**src/rtl/rcv_sequencer.sv**
```systemverilog
// UART receive sequencer: start-bit qualification, bit-centre strobes into the
// shift register, stop-bit check, buffer load and RX status flags.
module rcv_sequencer #(
  parameter int CLKS_PER_BIT = 10,
  parameter int NUM_BITS     = 9
) (
  input  logic clk,
  input  logic n_rst,
  input  logic serial_in,
  input  logic stop_bit,
  input  logic data_read,
  output logic shift_strobe,
  output logic load_buffer,
  output logic data_ready,
  output logic framing_error,
  output logic overrun_error,
  output logic rx_busy
);

  localparam int CW = $clog2(CLKS_PER_BIT);
  localparam int BW = $clog2(NUM_BITS + 1);
  localparam logic [CW-1:0] HALF_LAST = CW'(CLKS_PER_BIT / 2 - 1);
  localparam logic [CW-1:0] BIT_LAST  = CW'(CLKS_PER_BIT - 1);
  localparam logic [BW-1:0] LAST_BIT  = BW'(NUM_BITS - 1);

  localparam logic [2:0] S_IDLE      = 3'd0;
  localparam logic [2:0] S_START_CHK = 3'd1;
  localparam logic [2:0] S_RECV      = 3'd2;
  localparam logic [2:0] S_STOP_CHK  = 3'd3;
  localparam logic [2:0] S_LOAD      = 3'd4;

  logic [2:0]    r_state;
  logic [2:0]    w_next_state;
  logic [CW-1:0] r_clk_cnt;
  logic [BW-1:0] r_bit_cnt;
  logic          r_prev_rx;
  logic          r_data_ready;
  logic          r_framing_error;
  logic          r_overrun_error;
  logic          w_start_edge;
  logic          w_bit_end;

  assign w_start_edge = r_prev_rx & ~serial_in;
  assign w_bit_end    = (r_state == S_RECV) && (r_clk_cnt == BIT_LAST);

  always_comb begin
    w_next_state = r_state;
    case (r_state)
      S_IDLE:      if (w_start_edge) w_next_state = S_START_CHK;
      S_START_CHK: if (r_clk_cnt == HALF_LAST) w_next_state = serial_in ? S_IDLE : S_RECV;
      S_RECV:      if (w_bit_end && (r_bit_cnt == LAST_BIT)) w_next_state = S_STOP_CHK;
      S_STOP_CHK:  w_next_state = stop_bit ? S_LOAD : S_IDLE;
      S_LOAD:      w_next_state = S_IDLE;
      default:     w_next_state = S_IDLE;
    endcase
  end

  always_ff @(posedge clk or negedge n_rst) begin
    if (!n_rst) begin
      r_state   <= S_IDLE;
      r_clk_cnt <= '0;
      r_bit_cnt <= '0;
      r_prev_rx <= 1'b1;
    end else begin
      r_state   <= w_next_state;
      r_prev_rx <= serial_in;
      case (r_state)
        S_IDLE: begin
          if (w_start_edge) begin
            r_clk_cnt <= '0;
            r_bit_cnt <= '0;
          end
        end
        S_START_CHK: r_clk_cnt <= (r_clk_cnt == HALF_LAST) ? '0 : r_clk_cnt + 1'b1;
        S_RECV: begin
          if (w_bit_end) begin
            r_clk_cnt <= '0;
            r_bit_cnt <= r_bit_cnt + 1'b1;
          end else begin
            r_clk_cnt <= r_clk_cnt + 1'b1;
          end
        end
        default: ;
      endcase
    end
  end

  // A load always wins over a coincident data_read; the read then only cancels the overrun.
  always_ff @(posedge clk or negedge n_rst) begin
    if (!n_rst) begin
      r_data_ready    <= 1'b0;
      r_framing_error <= 1'b0;
      r_overrun_error <= 1'b0;
    end else begin
      if (r_state == S_LOAD)  r_data_ready <= 1'b1;
      else if (data_read)     r_data_ready <= 1'b0;

      if ((r_state == S_LOAD) && r_data_ready && !data_read) r_overrun_error <= 1'b1;
      else if (data_read)                                      r_overrun_error <= 1'b0;

      if ((r_state == S_IDLE) && w_start_edge)          r_framing_error <= 1'b0;
      else if ((r_state == S_STOP_CHK) && !stop_bit)    r_framing_error <= 1'b1;
    end
  end

  assign shift_strobe  = w_bit_end;
  assign load_buffer   = (r_state == S_LOAD);
  assign rx_busy       = (r_state != S_IDLE);
  assign data_ready    = r_data_ready;
  assign framing_error = r_framing_error;
  assign overrun_error = r_overrun_error;

endmodule

```
**config.mk**
```make
export PLATFORM = sky130hd
export DESIGN_NAME = rcv_sequencer
export DESIGN_NICKNAME = d
export VERILOG_FILES = /design/src/rtl/rcv_sequencer.sv
export SDC_FILE = /design/constraint.sdc
export NUM_CORES = 1
export LEC_CHECK = 0
export ABC_AREA = 1
export BUFFER_PORTS_ARGS = -buffer_cell sky130_fd_sc_hd__buf_2
export CAP_MARGIN = 25
export CORE_MARGIN = 2
export CORE_UTILIZATION = 30
export CTS_CLUSTER_DIAMETER = 50
export CTS_CLUSTER_SIZE = 10
export DETAILED_ROUTE_END_ITERATION = 12
export PLACE_DENSITY = 0.47
export SYNTH_ARGS = -nofsm -noshare
export SYNTH_HDL_FRONTEND = slang
export SYNTH_SLANG_ARGS = --single-unit
```
**constraint.sdc**
```tcl
create_clock -name clk -period 2.2 [get_ports clk]
set_input_delay 0.11 -clock clk [delete_from_list [all_inputs] [get_ports clk]]
set_output_delay 0.11 -clock clk [all_outputs]
set_load 0.01 [all_outputs]
```
* Word level (Yosys, flattened, before mapping) *
Index checks and enable logic that the tools add are counted.

word-level totals
  register bits = 15
  input bits = 5
  output and inout bits = 6
  logic and storage cells = 57

operators by class
  $add $sub $neg = 2
  eq/ne operators = 11
  mux-type cells = 17
  bitwise operators = 2
  reductions and logical operators = 18

operators by type and width
  operator               number
  $mux W4                4
  $mux W3                4
  $pmux W3 S4            1
  $pmux W4 S3            1
  $add A4 B1 Y4 const B  2
  $eq A4 B4 Y1 const B   2
  $pmux W4 S2            1
  $reduce_bool A2 Y1     4
  $eq A3 B2 Y1 const B   2
  $logic_and A1 B1 Y1    6
  $ne A2 B2 Y1 const B   3
  $reduce_and A3 Y1      2
  $reduce_bool A3 Y1     2
  $mux W1                5
  $eq A4 B3 Y1 const B   1
  $eq A3 B1 Y1 const B   1
  $eq A3 B3 Y1 const B   1
  $logic_not A3 Y1       1
  $logic_not A1 Y1       2
  $mux W2                1
  $ne A2 B1 Y1 const B   1
  $reduce_and A2 Y1      1
  $and A1 B1 Y1          1
  $not A1 Y1             1

* Logic depth before layout (Yosys ltp) *
  word-level depth = 5
  depth in mapped cells = 8
  mapped depth without buffers = 8

* Worst setup path after synthesis *
Ideal clock, no wire load.

  path type = register to register
  start point = reg r_clk_cnt[1]
  end point = reg r_bit_cnt[1]
  library setup time = 0.126 ns
  arrival time = 1.106 ns
  data required time = 2.074 ns
  setup slack = 0.968 ns
  stages on the path, launching flop included = 8
  buffers on the path = 0
  clock period less this slack = 1.232 ns
  path through = dfrtp_1 -> inv_1 -> ha_1 -> nand3_2 -> nor2_4 -> inv_2 -> nand2_1 -> o21ai_0

between the ends
  longest elaborated chain between the ends = 4

RTL lines
  what                         line  text
  start, declared              34    logic [CW-1:0] r_clk_cnt;
  start signal, assigned       74    S_START_CHK: r_clk_cnt <= (r_clk_cnt == HALF_LAST) ? '0 : r_clk_cnt + 1'b1;
  start signal, assigned       80    r_clk_cnt <= r_clk_cnt + 1'b1;
  $eq A4 B4 Y1                 44    assign w_bit_end = (r_state == S_RECV) && (r_clk_cnt == BIT_LAST);
  $logic_and A1 B1 Y1          44
  via shift_strobe             12    output logic shift_strobe,
  $ne A2 B2 Y1 (no line)       -
  $reduce_and A3 Y1 (no line)  -
  end signal, assigned         78    r_bit_cnt <= r_bit_cnt + 1'b1;
  end, declared                35    logic [BW-1:0] r_bit_cnt;

The timed path passes the listed nets, and every way through them passes these cells.
A chain may end at the register's enable or synchronous reset.

* Worst setup path in the final report *
  start point = reg r_clk_cnt[1]
  end point = out shift_strobe

between the ends
  longest elaborated chain between the ends = 2

RTL lines
  what                 line
  $eq A4 B4 Y1         44
  $logic_and A1 B1 Y1  44
  end, declared        12

Every way passes these cells.

==> run metrics <==
vias in the first global route 765; fill count about 290; Crit. End Element output port; HP Class in2reg; final setup vio count 0; Setup Crit Path Kind reg2out; Max Fclk 0.621 GHz; Synth Register Bits 15; Syn Nets 119; pwr dens 1030 nW/um2; cell area after synthesis 886 um2; top post-synthesis cells by area dfrtp_1, nand2_1, nand3_1; # DRC 0; first-pass GRT wire length approximately 3.2 mm; Initial Utilization 31.8%; EDFF count, synth 0; post-cts sizing count 0; 1st-iter DRT viols 22; yosys warns 0; Placeable Area 2780 um2; drt pass-1 iters 6; Lkg Pwr 0.520 nW; # clock sinks 15; unrepaired setup endpoints after global routing false; CTS root buf clkbuf_4; H-Tree Depth 1; routability-driven placement congestion ratio 0.852; # port buffers 10; synthesized area per cell 8.13 um2; Total Wirelength 1.75 mm; Synth async-reset ratio between 90% and 100%; required time worst endpoint 2.09 ns; top cells by count, synth nand2_1, nand3_1, dfrtp_1, inv_1, nor2_1; worst-skew pair later-pin latency roughly 0.3 ns; Worst R2R Setup Slack 0.85 ns; Die Height approximately 58 um; CTS tree done; area of the die 3400 um2; Top FF cell, synth dfrtp_1; via count between 700 and 800; clock slew at reported path FFs 0.11 ns; area of the multi-input gates 445 um2; Detail Route Antenna Nets 0; die span in x about 58 um; Post-Synthesis Cells 109; Synth-to-Final Area Change 16.8%; WL per Instance roughly 11 um; Longest Clk Path Bufs 2; diode count 0; NumNets Final 137; GRT Util Overall 12.5%; CP Launch Type flip-flop; Final Cycle Share around 73%; synth unique cells 23; sequential cell area around 380 um2; post-synth top area cell dfrtp_1; pin count of the biggest net entering global routing 16; Max Slew Vio Count 0; Inserted Clock Buffers 3; VDD IR max 431 uV; Core Rows 19; worst-margin pin slew ~0.35 ns; final hold slack 0.0576 ns; I/O pin count 11; status finished clean; fin crit period 1.61 ns; post-DP HPWL roughly 1.4 mm; top-area cell type share of the netlist area between 30% and 40%; Setup Skew 0.00693 ns; final hold violations 0; vias per inst roughly 4.8; most frequent cell after synthesis nand2_1; Worst Path Arrival roughly 1.5 ns; sequential share of the synthesized area 42.5%; maximum fanout along the worst path 5; initial antenna violation count 0; max cap viols 0; slew margin rel. approximately 77%; postcts setup bufs 0; layout cells sized above 1 21.4%; Post-Route Setup TNS 0 ns; grt ovf 0
## layer usage
layer,wire length (um),vias to the layer above,GRT usage (%)
met5,0,-,0
met4,54,0,6.98
met3,73,5,2.20
met2,869,15,21.3
met1,752,344,14.9
li1,-,382,-
## timing repair
item / 4_1_cts / 5_1_grt
endpoints found under the hold margin: 18 / 0
endpoints found under the setup margin: 0 / 0
hold buffers: 3 / 0
## state kept, by name (all words and copies together), names as in the netlist
signal,count
r_prev_rx,1
r_clk_cnt,4
overrun_error,1
framing_error,1
data_ready,1
r_bit_cnt,4
r_state,3
## cell type report
type	count	share of cell area, %
Timing Repair Buffer	13	7.74
Clock buffer	3	2.18
Multi-Input combinational cell	77	43.0
Sequential cell	15	36.4
Clock inverter	1	0.726
Tap cell	31	3.75
Inverter	17	6.17
## layout by cell type (no fill, tap or decap), types with 2 or more instances in the layout
cell type	instances
buf_2	10
clkbuf_4	3
dfrtp_1	14
dlygate4sd3_1	3
ha_1	5
inv_1	14
inv_2	3
nand2_1	25
nand2_4	2
nand3_1	15
nand4_1	2
nor2_1	7
nor2_4	4
nor3_1	2
o21ai_0	2
o21ai_1	4
## cells by family after synthesis
logic type	after synthesis	share of synthesized area [%]
flops	15	42.5
buf+inv	17	7.20
xor+xnor	2	1.98
compound gates	8	4.80
fa+ha+maj	5	7.06
simple gates	62	36.4
## worst paths after layout
kind / startpoint / endpoint / cells past startpoint
min in group asynchronous: n_rst / r_bit_cnt[2] / 2
min: stop_bit / r_state[2] / 2
min reg2reg: framing_error / framing_error / 2
max reg2reg: r_clk_cnt[1] / r_bit_cnt[1] / 7
max: r_clk_cnt[1] / shift_strobe / 5
max in group asynchronous: n_rst / r_prev_rx / 2
## critical path, stage by stage (launching register included)
cell and delay [ns]:
dfrtp_1 0.44, inv_1 0.10, ha_1 0.17, nand3_2 0.15
nor2_4 0.19, buf_2 0.15
## report_power, final
group / internal, mW / switching, mW
Clock: 0.0695 / 0.108
Combinational: 0.173 / 0.300
Sequential: 0.340 / 0.0751
Total: 0.582 / 0.483
## through the flow
stage               setup slack (ns)  power [mW]  instances  cell area (um2)  utilization (%)
global route                   0.494        1.18        157             1030             37.2
finish                         0.591        1.07        157             1030             37.2
detailed placement             0.834       0.896        150              975             35.0
CTS                            0.560        1.08        157             1030             37.2
global placement               0.870       0.892        150              975             35.0
floorplan                      0.968       0.778        109              886                -
(Power assumes the default switching activity.)
